**config.mk**
```make
export PLATFORM = sky130hd
export DESIGN_NAME = wb_sram_bridge
export DESIGN_NICKNAME = d
export VERILOG_FILES = /design/src/rtl/wb_sram_bridge.sv
export SDC_FILE = /design/constraint.sdc
export NUM_CORES = 1
export LEC_CHECK = 0
export CORE_ASPECT_RATIO = 1.4
export CORE_UTILIZATION = 43
export DETAILED_ROUTE_END_ITERATION = 8
export PLACE_DENSITY_LB_ADDON = 0.15
export SLEW_MARGIN = 20
export SYNTH_ARGS = -nofsm -noshare
export SYNTH_HDL_FRONTEND = slang
export SYNTH_SLANG_ARGS = --single-unit
```
**constraint.sdc**
```tcl
create_clock -name wb_clk_i -period 2.6 [get_ports wb_clk_i]
set_input_delay 0.26 -clock wb_clk_i [delete_from_list [all_inputs] [get_ports wb_clk_i]]
set_output_delay 0.26 -clock wb_clk_i [all_outputs]
set_load 0.05 [all_outputs]
```
**src/rtl/wb_sram_bridge.sv**
```systemverilog
// Wishbone-classic slave bridging to two dual-port SRAM macros (A: 256 words, B: 512 words),
// plus a CSR block and a background checksum engine that scans a bank over port 1.
module wb_sram_bridge #(
  parameter logic [31:0] BASE_ADDR = 32'h3000_0000
) (
  input  logic        wb_clk_i,
  input  logic        wb_rst_ni,
  input  logic        wbs_cyc_i,
  input  logic        wbs_stb_i,
  input  logic        wbs_we_i,
  input  logic [3:0]  wbs_sel_i,
  input  logic [31:0] wbs_adr_i,
  input  logic [31:0] wbs_dat_i,
  output logic        wbs_ack_o,
  output logic [31:0] wbs_dat_o,
  output logic        csbA0,
  output logic        webA,
  output logic [3:0]  wmaskA,
  output logic [7:0]  addrA0,
  output logic [31:0] dinA0,
  output logic        csbA1,
  output logic [7:0]  addrA1,
  output logic        csbB0,
  output logic        webB,
  output logic [3:0]  wmaskB,
  output logic [8:0]  addrB0,
  output logic [31:0] dinB0,
  output logic        csbB1,
  output logic [8:0]  addrB1,
  input  logic [31:0] sram1_dout0,
  input  logic [31:0] sram1_dout1,
  input  logic [31:0] sram12_dout0,
  input  logic [31:0] sram12_dout1,
  output logic        busy_o
);
  localparam int STAGES = 2;

  typedef enum logic [1:0] {IDLE, ACC, RD, ACK} bus_state_e;
  typedef enum logic [1:0] {E_IDLE, E_RUN, E_DRAIN} eng_state_e;

  // wadr holds byte address bits [12:2]
  typedef struct packed {
    logic        we;
    logic [3:0]  sel;
    logic [10:0] wadr;
    logic [31:0] dat;
  } wb_req_t;

  bus_state_e  state_q, state_d;
  wb_req_t     req_q, req_d;
  logic [31:0] dat_q, dat_d;
  logic        hit, csr_wr;
  logic [1:0]  region, csr_idx;
  logic [31:0] csr_rdata;
  logic        unused_adr;

  eng_state_e  e_state_q, e_state_d;
  logic [9:0]  len_q, len_eff_q, len_start, idx_q;
  logic        bank_q, scan_bank_q, done_q;
  logic [31:0] sum_q, rdata_q, dout1_sel;
  logic [STAGES:1] vld_q;
  logic [STAGES:0] vld_pipe;
  logic        issue, start, busy;

  assign unused_adr = ^wbs_adr_i[1:0];
  assign hit        = wbs_cyc_i & wbs_stb_i & (wbs_adr_i[31:13] == BASE_ADDR[31:13]);
  assign region     = req_q.wadr[10:9];
  assign csr_idx    = req_q.wadr[1:0];

  // ---------------- bus FSM ----------------
  always_ff @(posedge wb_clk_i or negedge wb_rst_ni) begin
    if (!wb_rst_ni) begin
      state_q <= IDLE;
      req_q   <= '0;
      dat_q   <= '0;
    end else begin
      state_q <= state_d;
      req_q   <= req_d;
      dat_q   <= dat_d;
    end
  end

  always_comb begin
    state_d = state_q;
    req_d   = req_q;
    dat_d   = dat_q;
    csr_wr  = 1'b0;
    case (state_q)
      IDLE: if (hit) begin
        req_d   = '{we: wbs_we_i, sel: wbs_sel_i, wadr: wbs_adr_i[12:2], dat: wbs_dat_i};
        state_d = ACC;
      end
      ACC: begin
        state_d = ACK;
        case (region)
          2'b00, 2'b01: if (!req_q.we) state_d = RD;
          2'b10: if (req_q.we) csr_wr = 1'b1;
                 else          dat_d  = csr_rdata;
          default: if (!req_q.we) dat_d = '0;
        endcase
      end
      RD: begin
        dat_d   = (region == 2'b01) ? sram12_dout0 : sram1_dout0;
        state_d = ACK;
      end
      default: state_d = IDLE;
    endcase
  end

  assign wbs_dat_o = dat_q;
  assign wbs_ack_o = (state_q == ACK) & wbs_cyc_i & wbs_stb_i;

  // Port 0 is only active for the single ACC cycle; parked at idle values otherwise.
  always_comb begin
    csbA0  = 1'b1;
    webA   = 1'b1;
    wmaskA = '0;
    addrA0 = '0;
    dinA0  = '0;
    csbB0  = 1'b1;
    webB   = 1'b1;
    wmaskB = '0;
    addrB0 = '0;
    dinB0  = '0;
    if (state_q == ACC) begin
      if (region == 2'b00) begin
        csbA0  = 1'b0;
        webA   = ~req_q.we;
        wmaskA = req_q.we ? req_q.sel : 4'b0;
        addrA0 = req_q.wadr[7:0];
        dinA0  = req_q.dat;
      end else if (region == 2'b01) begin
        csbB0  = 1'b0;
        webB   = ~req_q.we;
        wmaskB = req_q.we ? req_q.sel : 4'b0;
        addrB0 = req_q.wadr[8:0];
        dinB0  = req_q.dat;
      end
    end
  end

  // ---------------- CSR / checksum engine ----------------
  assign busy  = (e_state_q != E_IDLE);
  assign start = csr_wr & (csr_idx == 2'd0) & req_q.dat[0] & ~busy;

  always_comb begin
    if (req_q.dat[1]) len_start = (len_q > 10'd512) ? 10'd512 : len_q;
    else              len_start = (len_q > 10'd256) ? 10'd256 : len_q;
  end

  always_comb begin
    case (csr_idx)
      2'd0:    csr_rdata = {29'b0, done_q, bank_q, busy};
      2'd1:    csr_rdata = {22'b0, len_q};
      2'd2:    csr_rdata = sum_q;
      default: csr_rdata = '0;
    endcase
  end

  always_comb begin
    e_state_d = e_state_q;
    issue     = 1'b0;
    case (e_state_q)
      E_IDLE:  if (start && len_start != 10'd0) e_state_d = E_RUN;
      E_RUN: begin
        issue = 1'b1;
        if (idx_q == len_eff_q - 10'd1) e_state_d = E_DRAIN;
      end
      E_DRAIN: if (vld_pipe[STAGES:1] == '0) e_state_d = E_IDLE;
      default: e_state_d = E_IDLE;
    endcase
  end

  // Stage 1 registers the SRAM read data, stage 2 accumulates it.
  assign vld_pipe  = {vld_q, issue};
  assign dout1_sel = scan_bank_q ? sram12_dout1 : sram1_dout1;

  always_ff @(posedge wb_clk_i or negedge wb_rst_ni) begin
    if (!wb_rst_ni) begin
      e_state_q   <= E_IDLE;
      len_q       <= '0;
      len_eff_q   <= '0;
      idx_q       <= '0;
      bank_q      <= 1'b0;
      scan_bank_q <= 1'b0;
      done_q      <= 1'b0;
      sum_q       <= '0;
      rdata_q     <= '0;
      vld_q       <= '0;
    end else begin
      e_state_q <= e_state_d;
      vld_q     <= vld_pipe[STAGES-1:0];
      if (vld_pipe[1]) rdata_q <= dout1_sel;
      if (vld_pipe[2]) sum_q   <= sum_q + rdata_q;
      if (e_state_q == E_RUN) idx_q <= idx_q + 10'd1;
      if (e_state_q == E_DRAIN && e_state_d == E_IDLE) done_q <= 1'b1;
      if (csr_wr && csr_idx == 2'd1) len_q  <= req_q.dat[9:0];
      if (csr_wr && csr_idx == 2'd0) bank_q <= req_q.dat[1];
      if (start) begin
        sum_q       <= '0;
        idx_q       <= '0;
        len_eff_q   <= len_start;
        scan_bank_q <= req_q.dat[1];
        done_q      <= (len_start == 10'd0);
      end
    end
  end

  assign busy_o = busy;
  assign csbA1  = ~(issue & ~scan_bank_q);
  assign addrA1 = (issue & ~scan_bank_q) ? idx_q[7:0] : 8'd0;
  assign csbB1  = ~(issue & scan_bank_q);
  assign addrB1 = (issue & scan_bank_q) ? idx_q[8:0] : 9'd0;

endmodule

```
Word-level counts from Yosys, hierarchy flattened:

Index checks and enable logic that the tools add are counted.
Widths: inputs -> output; s select.

* input bits: 201
* bits in registers: 183
* memory bits (writable): 0
* memories kept: 0
* memory bits (read-only): 0
* word-level logic and storage cells: 125
* output and inout bits: 146
* latch bits: 0

* eq/ne operators: 14
* multiplexer cells: 56
* div/mod/pow operators: 0
* reductions and logical operators: 20
* $lt $le $gt $ge: 2
* $mul: 0
* $add $sub $neg: 3
* shifts and indexed selects: 0
* bitwise operators: 14

Operators with widths (count)
* $mux 32: 11
* $pmux 32 s2: 2
* $pmux 32 s3: 1
* $mux 10: 5
* $mux 9: 4
* $add 32x32->32: 1
* $mux 4: 6
* $mux 8: 3
* $eq 19x17->1 const B: 1
* $mux 1: 18
* $logic_not 2->1: 6
* $pmux 2 s3: 2
* $add 10x1->10 const B: 1
* $eq 10x10->1: 1
* $eq 2x2->1 const B: 5
* $gt 10x10->1 const B: 1
* $gt 10x9->1 const B: 1
* $logic_not 10->1: 1
* $reduce_bool 10->1: 1
* $reduce_bool 2->1: 5
* $sub 10x1->10 const B: 1
* $and 1x1->1: 9
* $eq 2x1->1 const B: 4
* $mux 2: 4
* 6 further kinds: 15

Depth between registers and ports, before layout:

Gate-level depths: netlist (run 1).

* word-level depth: 13
* depth in mapped cells: 11
* depth with buffers taken out: 11

Worst setup path after synthesis (run 1):

Ideal clock, no wire load.

* path kind: register to register
* start point: reg sum_q[9]
* end point: reg sum_q[31]
* slack: -0.218 ns
* stages on the path, launching flop included: 10
* buffers on the path: 0
* data required time: 2.523 ns
* clock period less this slack: 2.818 ns
* library setup time: 0.077 ns
* arrival time: 2.740 ns
* cell sequence: dfrtp_1 > ha_1 > and2_0 > a221o_1 > a31o_4 > a2111oi_4 > nor3b_1 > o31a_1 > or4_1 > a21oi_1

* cells in the longest elaborated chain, start to end: 3

Ends and longest elaborated chain
* start: declaration: RTL line 60 `logic [31:0] sum_q, rdata_q, dout1_sel;`
* start signal: assignment: RTL line 194 `if (vld_pipe[2]) sum_q <= sum_q + rdata_q;`
* $add 32x32->32: RTL line 194
* $mux 32: RTL line 194
* $mux 32: RTL line 199 `if (start) begin`

Every way passes these cells. The select of a mux whose other input is x is not followed.
A chain may end at the register's enable or synchronous reset.

Worst setup path in the final report (run 1):

* start point: reg sum_q[1]
* end point: reg sum_q[31]

Same word-level chain as after synthesis.

==> metrics, run 1 <==
commonest cells in the netlist dfrtp_1 (183), nor2_1 (152), a21oi_1 (142); Ys Warns 0; post-synthesis sequential area ratio a little over two fifths; CP top delay family compound AO/OA/AOI/OAI gates; final core occ 68.7%; DRC 0; H-tree Lvls 4; WL final 35.5 mm; max_cap viols 0; clock-pin slew on the worst setup and hold paths 0.08 ns; Sink Count 183; endpoint type of the worst setup path register; Final nets about 1800; Starting Density 44.0%; Max-slew headroom 33.3%; All-Layer GR Usage 27.6%; largest net degree at the start of global routing ~80; worst skew pair latency approximately 0.44 ns; max-slew violations 0; Post-Syn Instances 1186; first-pass GRT wire length 55.5 mm; flops & latches, synth 183; Startpoint Class register; Placer Congestion 0.887; Critical Path AT 3.32 ns; CTS tree built; syn_area_per_cell ~9.2 um^2; top-count cell post-synth dfrtp_1; Overflow after GRT 0; predominant post-synthesis flop cell dfrtp_1; M1 GR Usage between 20% and 30%; Detail Route Antenna Nets 0; Area contributors post-synth dfrtp_1 (42%), mux2i_1 (7.4%), a21oi_1 (6.5%); Final Skew 0.0115 ns; total power 6.26 mW; library cells used by synthesis 61; crit-path cells ha_1 > a211oi_2 > o211ai_1 > a31o_4 > a2111oi_4 > buf_4 > nor3b_2 > o31a_1 > or4_4 > a21oi_2; area of the core 24800 um^2; Final setup viols 3; Tmin final 2.94 ns; Worst path max stage delay 0.48 ns; Syn Std Cell Area between 10000 and 15000 um^2; met3 GRT Util 8.40%; syn nets 1425; Highest Clock Rate 0.340 GHz; leakage ~7.7 nW; worst slack at placement -0.379 ns; CTS buffer count 17; wire length per cell 18.6 um; Post-synth EDFFs 0; asr flop ratio synth 100%; die height 191 um; crit-path max FO 2; critical path class reg2reg; vias per cell 5.46; unrepaired setup endpoints after global routing yes; outcome finished, violations left; Hold Path Class in2async; root buf cell clkbuf_16; 1st-iter DRT viols 553; final setup margin -0.345 ns; FP Rows 68; initial antenna violation count 2; die area 26100 um^2; power per cell area 367 nW/um^2; Clock Path Buffers 2; Layout area overhead 56.0%; Peak supply drop 0.456 mV; CP Buf/Inv Count 1; I/O Buffers 344; TritonRoute pass-1 iters 5; Slowest-stage cell, CP or4_4; met2 usage 50.9%; final hold violations 0; area leader, netlist dfrtp_1; I/O pins 347; die width between 100 and 150 um; share of the synthesized area in the top cell type 41.9%; post-DP HPWL around 27 mm; vias in the first global route about 11000; Final Cycle Share 113%; layout cells sized above 1 22.4%; most used routing layer met2; violated checks setup timing; Worst-Margin Slew 1.00 ns; worst endpoint required time 2.97 ns; via count 10400
## final timing paths
path / startpoint / to / slack (ns) / cells past startpoint
hold reg to reg: len_eff_q[9] / len_eff_q[9] / 0.51 / 2
max in group asynchronous: wb_rst_ni / rdata_q[3] / 1.34 / 3
setup reg to reg: sum_q[1] / sum_q[31] / -0.34 / 10
hold / removal: wb_rst_ni / rdata_q[27] / 0.37 / 2
min in group wb_clk_i: wbs_dat_i[26] / req_q[26] / 0.43 / 2
setup / recovery: sum_q[1] / sum_q[31] / -0.34 / 10
## cells by family after synthesis
family,share of synthesized area (%)
AND/OR/NAND/NOR,19.8
AO/OA/AOI/OAI,14.2
flip-flops,41.9
multiplexers,13.7
buffers and inverters,3.51
adder cells (fa/ha/maj),4.42
XOR/XNOR,2.40
## timing repair
item | 4_1_cts | 5_1_grt
hold endpoints to repair | 73 | 0
buffers inserted | 8 | 2
hold buffers | 1 | 0
setup endpoints to repair | 12 | 16
pin swaps | 9 | 8
resized for setup | 13 | 14
## final cells by class
cell class	instances	area, um^2
Timing Repair Buffer	458	5230
Inverter	21	78.8
Clock buffer	17	425
Multi-Input combinational cell	903	6150
Clock inverter	15	191
Fill cell	1980	7780
Sequential cell	183	4580
Tap cell	315	394
Antenna cell	2	5.00
## stage by stage
stage / hold slack, ns / TNS (ns) / area [um^2] / std cells
after floorplan: -0.0356 / -0.114 / 11000 / 1186
after global placement: 0.338 / -0.834 / 16200 / 1869
after detailed placement: 0.337 / -1.49 / 16200 / 1869
after CTS: 0.410 / -0.624 / 17000 / 1910
after global routing: 0.421 / -1.78 / 17100 / 1912
final: 0.375 / -0.662 / 17100 / 1914
## placed cells by master, fill, tap and decap left out, drive strengths merged, types with 4 or more instances in the layout
cell type / n
or3: 6
a21o: 14
o31ai: 4
nor3: 11
nor4b: 6
nand2: 60
nand3: 19
and3: 64
o22ai: 5
a22o: 6
nor3b: 6
nor2: 152
ha: 37
buf: 224
mux2i: 81
clkinv: 4
nand2b: 5
o21ai: 43
a211oi: 6
nand4: 11
xnor2: 19
dfrtp: 183
clkbuf: 18
mux2: 61
a21oi: 142
xor2: 11
a31oi: 6
a22oi: 8
clkdlybuf4s50: 232
nor2b: 19
and2: 52
nor4: 9
inv: 26
## power by group
part           total (mW)  switching, mW  internal, mW
combinational       0.583          0.242         0.341
sequential           2.88         0.0135          2.87
clock                2.79           1.25          1.54
## registers in the layout, summed over array words and instances (netlist names)
register	cells
wbs_dat_o	32
state_q	2
done_q	1
req_q	44
len_eff_q	10
rdata_q	32
scan_bank_q	1
idx_q	10
bank_q	1
csr_idx	2
len_q	10
e_state_q	2
sum_q	32
vld_q	2
region	2
## routing by layer
metal  share of wire, %  up-vias
li1                   -     5000
met3                7.5       61
met5                  0        -
met4                2.8        0
met1                 36     5048
met2                 53      339
No activity file was read; power rests on OpenSTA's default activity.
==> run 2: changes to the inputs <==
- GPL_TIMING_DRIVEN: unset -> 0
- PLACE_DENSITY: unset -> 0.78
- PLACE_DENSITY_LB_ADDON: 0.15 -> unset
==> run 2 against run 1 <==
  * Sequential power about the same
  * Count of clock-buffer cells in the layout increased by 5
  * Maximum frequency about the same
  * Core utilization decreased by 5.5 points
  * Total power decreased by 2.7%
  * Clock skew decreased by 0.0022 ns
  * Final area decreased by 8.1%
  * Cell count decreased by 0.68%
  * The run still ends with setup timing left
  * Setup slack improved by 0.0021 ns
==> metrics, run 2 (synthesis gave the netlist of run 1 again) <==
setup TNS after final layout -0.817 ns (was -0.662 ns); DRC 0 (unchanged); crit-path max FO 2 (unchanged); clock-pin slew on the worst setup and hold paths 0.07 ns (was 0.08 ns); post-DP HPWL 28.2 mm (was 26.8 mm); violated checks setup timing (unchanged); worst skew pair latency 0.44 ns (about the same); Tmin final 2.94 ns (about the same); Setup crit end sum_q[31] (unchanged); CTS buffer count 17 (unchanged); R2R cell count 9 (was 10); CTS tree built (unchanged); M1 GR Usage 30.7% (was 29.1%); TritonRoute pass-1 iters 7 (was 5); Setup crit start sum_q[9] (was sum_q[1]); Final Skew 0.00926 ns (was 0.0115 ns); All-Layer GR Usage 28.8% (was 27.6%); final non-filler cell total 1901 (was 1914); Placer Congestion 0.911 (was 0.887); I/O Buffers 344 (unchanged); Final Cycle Share 113% (about the same); Highest Clock Rate 0.340 GHz (about the same); power per cell area 388 nW/um^2 (was 367 nW/um^2); met3 GRT Util 6.94% (was 8.40%); fill count 2115 (was 1980); Worst-Margin Slew 0.942 ns (was 1.00 ns); max_cap viols 0 (unchanged); Final nets 1812 (was 1823); Multi-input gate area 6310 um^2 (was 6150 um^2); R2R Setup Slk -0.34 ns (about the same); Critical R2R Capture sum_q[31] (unchanged); final core occ 63.1% (was 68.7%); WL final 37.4 mm (was 35.5 mm); Layout area overhead 43.4% (was 56.0%); Hold Path Class in2async (unchanged); unrepaired setup endpoints after global routing yes (unchanged); outcome finished, violations left (unchanged); Clock Path Buffers 2 (unchanged); Final setup viols 4 (was 3); Detail Route Antenna Nets 0 (unchanged); reg2reg start sum_q[9] (was sum_q[1]); endpoint type of the worst setup path register (unchanged); worst endpoint required time 2.97 ns (about the same); FP Rows 68 (unchanged); leading cell type in the layout, fill and taps excluded clkdlybuf4s50_1 (unchanged); storage element area 4580 um^2 (about the same); diode count 0 (was 2); critical path class reg2reg (unchanged); Starting Density 44.0% (unchanged); first-pass GRT wire length 57.3 mm (was 55.5 mm); leakage 7.20 nW (was 7.69 nW); final setup margin -0.342 ns (was -0.345 ns); final hold violations 0 (unchanged); most used routing layer met2 (unchanged); H-tree Lvls 4 (unchanged); placed insts 1847 (was 1869); Largest register FFs 44 (unchanged); die height 191 um (unchanged); I/O pins 347 (unchanged); die area 26100 um^2 (unchanged); die width 137 um (unchanged); Peak supply drop 0.486 mV (was 0.456 mV); Biggest register req_q (unchanged); layout cells sized above 1 19.2% (was 22.4%); most frequent cells in the layout clkdlybuf4s50_1 (232), dfrtp_1 (182), nor2_1 (150) (was clkdlybuf4s50_1 (232), dfrtp_1 (181), nor2_1 (151)); largest net degree at the start of global routing 77 (was 78); Sink Count 183 (unchanged); Overflow after GRT 0 (unchanged); 1st-iter DRT viols 763 (was 553); vias per cell 5.61 (was 5.46); max-slew violations 0 (unchanged); wire length per cell 19.7 um (was 18.6 um); Startpoint Class register (unchanged); total power 6.09 mW (was 6.26 mW); vias in the first global route 11000 (was 10800); root buf cell clkbuf_16 (unchanged); via count 10700 (was 10400); Max-slew headroom 37.2% (was 33.3%); area of the core 24800 um^2 (unchanged); Critical Path AT 3.31 ns (was 3.32 ns); met2 usage 52.7% (was 50.9%); initial antenna violation count 0 (was 2)
-- run 2: worst min-delay path by stage --
stage	startpoint	to	cells past startpoint
floorplan	wb_rst_ni	bank_q	0
global placement	req_q[40]	req_q[40]	1
detailed placement	wb_rst_ni	req_q[16]	1
CTS	wb_rst_ni	req_q[16]	2
global route	wb_rst_ni	req_q[16]	2
finish	wb_rst_ni	req_q[16]	2
-- run 2: cell type report --
| type | instances | share of cell area [%] |
|---|---|---|
| Buffer | 72 | 2.05 |
| Clock buffer | 22 | 2.90 |
| Clock inverter | 10 | 0.766 |
| Inverter | 21 | 0.519 |
| Multi-Input combinational cell | 903 | 40.3 |
| Sequential cell | 183 | 29.2 |
| Tap cell | 315 | 2.51 |
| Timing Repair Buffer | 375 | 21.8 |
-- run 2: metrics by stage --
stage	hold slack, ns	instance area (um^2)	setup WS, ns
2_1_floorplan	-0.0356	11000	-0.114
3_3_place_gp	0.483	14800	-6.37
3_5_place_dp	0.164	14900	-1.09
6_report	0.268	15700	-0.342
5_1_grt	0.296	15700	-0.423
4_1_cts	0.283	15600	-0.254
-- run 2: timing repair --
item,in CTS,in global routing
buffers inserted,18,10
endpoints found under the setup margin,224,114
endpoints found under the hold margin,41,0
pin swaps,14,16
gates resized for setup,461,109
hold buffers,1,0
-- run 2: critical path: stages, from the launching register on --
cell and delay, ns:
dfrtp_1 0.42, ha_4 0.26, and2_0 0.16, a221o_1 0.33
a31o_4 0.23, a2111oi_4 0.45, nor3b_2 0.10, o31a_1 0.28
or4_4 0.49, a21oi_2 0.15
-- run 2: per-layer routing --
layer	up-vias	wire length [um]
li1	4972	-
met2	444	19700
met1	5157	13400
met5	-	0
met3	91	2860
met4	0	1480
-- run 2: report_power, final --
part           total [mW]  switching, mW  internal (mW)
clock                2.62           1.17           1.45
combinational       0.589          0.244          0.344
sequential           2.89         0.0145           2.87
total                6.09           1.43           4.66
==> run 3: changes to the inputs <==
- CORE_MARGIN: unset -> 5
==> run 3 against run 2 <==
  * The run still ends with setup timing left
  * Maximum frequency is 3.1% higher
  * Non-clock buffer count is 4 lower
  * First-iteration DRC count is 17% lower
  * Die area is 10% higher
  * Largest power group unchanged
==> metrics, run 3 (synthesis gave the netlist of run 1 again) <==
R2R Setup Slk -0.25 ns (was -0.34 ns); diode count 0 (unchanged); R2R cell count 9 (unchanged); fill count 2133 (was 2115); final setup margin -0.253 ns (was -0.342 ns); most frequent cells in the layout clkdlybuf4s50_1 (232), dfrtp_1 (182), nor2_1 (149) (was clkdlybuf4s50_1 (232), dfrtp_1 (182), nor2_1 (150)); CTS buffer count 17 (unchanged); via count 10600 (was 10700); largest net degree at the start of global routing 101 (was 77); Setup crit start sum_q[1] (was sum_q[9]); leakage 7.13 nW (was 7.20 nW); 1st-iter DRT viols 632 (was 763); initial antenna violation count 0 (unchanged); root buf cell clkbuf_16 (unchanged); worst endpoint required time 2.97 ns (about the same); power per cell area 379 nW/um^2 (was 388 nW/um^2); Placer Congestion 0.913 (was 0.911); vias in the first global route 11000 (about the same); die height 199 um (was 191 um); Multi-input gate area 6370 um^2 (was 6310 um^2); Setup crit end sum_q[31] (unchanged); Biggest register req_q (unchanged); Startpoint Class register (unchanged); first-pass GRT wire length 58.3 mm (was 57.3 mm); violated checks setup timing (unchanged); Layout area overhead 44.7% (was 43.4%); worst skew pair latency 0.45 ns (was 0.44 ns); post-route cell area 15800 um^2 (was 15700 um^2); Max-slew headroom 39.8% (was 37.2%); I/O Buffers 344 (unchanged); Critical R2R Capture sum_q[31] (unchanged); FP Rows 69 (was 68); hold slack 0.408 ns (was 0.268 ns); DRC 0 (unchanged); Highest Clock Rate 0.350 GHz (was 0.340 GHz); leading cell type in the layout, fill and taps excluded clkdlybuf4s50_1 (unchanged); Largest register FFs 44 (unchanged); I/O pins 347 (unchanged); All-Layer GR Usage 25.9% (was 28.8%); placed cell areas 14900 um^2 (about the same); crit-path max FO 2 (unchanged); clock-pin slew on the worst setup and hold paths 0.08 ns (was 0.07 ns); Worst-Margin Slew 0.904 ns (was 0.942 ns); Starting Density 43.4% (was 44.0%); final non-filler cell total 1901 (unchanged); setup TNS after final layout -0.406 ns (was -0.817 ns); Final setup viols 4 (unchanged); max-slew violations 0 (unchanged); die area 28800 um^2 (was 26100 um^2); final core occ 62.8% (was 63.1%); P_int 4.47 mW (was 4.66 mW); reg2reg start sum_q[1] (was sum_q[9]); switching portion of total power 25.4% (was 23.4%); max_cap viols 0 (unchanged); wire length per cell 20.2 um (was 19.7 um); area of the core 25200 um^2 (was 24800 um^2); die width 145 um (was 137 um); CTS tree built (unchanged); post-DP HPWL 29.2 mm (was 28.2 mm); Hold Path Class in2async (unchanged); worst slack at placement -0.907 ns (was -1.09 ns); unrepaired setup endpoints after global routing yes (unchanged); Critical Path AT 3.22 ns (was 3.31 ns); Final Skew 0.0125 ns (was 0.00926 ns); switching power 1.52 mW (was 1.43 mW); Peak supply drop 0.452 mV (was 0.486 mV); Overflow after GRT 0 (unchanged); outcome finished, violations left (unchanged); Detail Route Antenna Nets 0 (unchanged); Sink Count 183 (unchanged); final hold violations 0 (unchanged); TritonRoute pass-1 iters 5 (was 7); Final Cycle Share 110% (was 113%); placed insts 1850 (was 1847); Clock Path Buffers 2 (unchanged); Reg power frac 48.1% (was 47.4%); endpoint type of the worst setup path register (unchanged); Tmin final 2.85 ns (was 2.94 ns); storage element area 4580 um^2 (unchanged); Gate power share 9.7% (about the same); total power 6.00 mW (was 6.09 mW); H-tree Lvls 4 (unchanged); layout cells sized above 1 19.7% (was 19.2%); vias per cell 5.57 (was 5.61); Final nets 1809 (was 1812); critical path class reg2reg (unchanged); Clock Power Share 42.2% (was 42.9%); WL final 38.3 mm (was 37.4 mm)
-- run 3: cell types whose count changed in the layout (fill, tap and decap cells not counted), sizes merged, moves of 6 or more --
cell / before / now
buf: 97 / 85
clkbuf: 101 / 84
clkdlybuf4s18: 6 / 0
clkdlybuf4s15: 19 / 45
inv: 21 / 28
-- run 3: what timing repair did --
item | CTS | global route
cloned | 0 | 1
gates resized for setup | 472 | 74
pin swaps | 18 | 9
setup buffers | 18 | 8
hold buffers | 1 | 0
endpoints found under the setup margin | 228 | 154
endpoints found under the hold margin | 83 | 0
-- run 3: cell type report --
| type | instances | area share, % |
|---|---|---|
| Multi-Input combinational cell | 904 | 40.3 |
| Clock buffer | 17 | 2.69 |
| Sequential cell | 183 | 28.9 |
| Tap cell | 319 | 2.52 |
| Clock inverter | 14 | 0.814 |
| Inverter | 21 | 0.498 |
| Timing Repair Buffer | 372 | 22.3 |
| Buffer | 71 | 2.01 |
-- run 3: how the worst min path moves through the flow --
stage / startpoint / slack, ns / depth (start not counted) / to
2_1_floorplan: wb_rst_ni / -0.04 / 0 / bank_q
3_5_place_dp: wb_rst_ni / 0.31 / 1 / req_q[12]
4_1_cts: wbs_dat_i[0] / 0.41 / 2 / req_q[0]
3_3_place_gp: req_q[40] / 0.48 / 1 / req_q[40]
5_1_grt: wbs_dat_i[1] / 0.41 / 2 / req_q[1]
6_report: wb_rst_ni / 0.41 / 2 / req_q[12]
-- run 3: critical path, cell delays in order, from the launching register on --
cell and delay [ns]:
dfrtp_1 0.42, ha_4 0.27, a211oi_4 0.24, o211ai_1 0.19
a31o_4 0.29, a2111oi_4 0.37, nor3b_2 0.11, o31a_1 0.27
or4_1 0.47, a21oi_1 0.15
-- run 3: per-layer routing --
metal  part of all wire, %  vias to the layer above  wire length, um  track usage [%]
met3                   7.8                       84             2970             7.74
met1                    35                     5124            13500             27.9
li1                      -                     4967                -                -
met4                   4.0                        0             1530             10.7
met5                     0                        -                0                0
met2                    53                      420            20300             46.6
-- run 3: power by group through the flow --
stage / registers (mW) / logic (mW) / clock network, mW
floorplan: 3.03 / 0.0575 / 0
global placement: 2.94 / 0.577 / 0
detailed placement: 2.94 / 0.589 / 0
CTS: 2.88 / 0.592 / 2.56
global route: 2.88 / 0.623 / 2.69
finish: 2.88 / 0.584 / 2.53
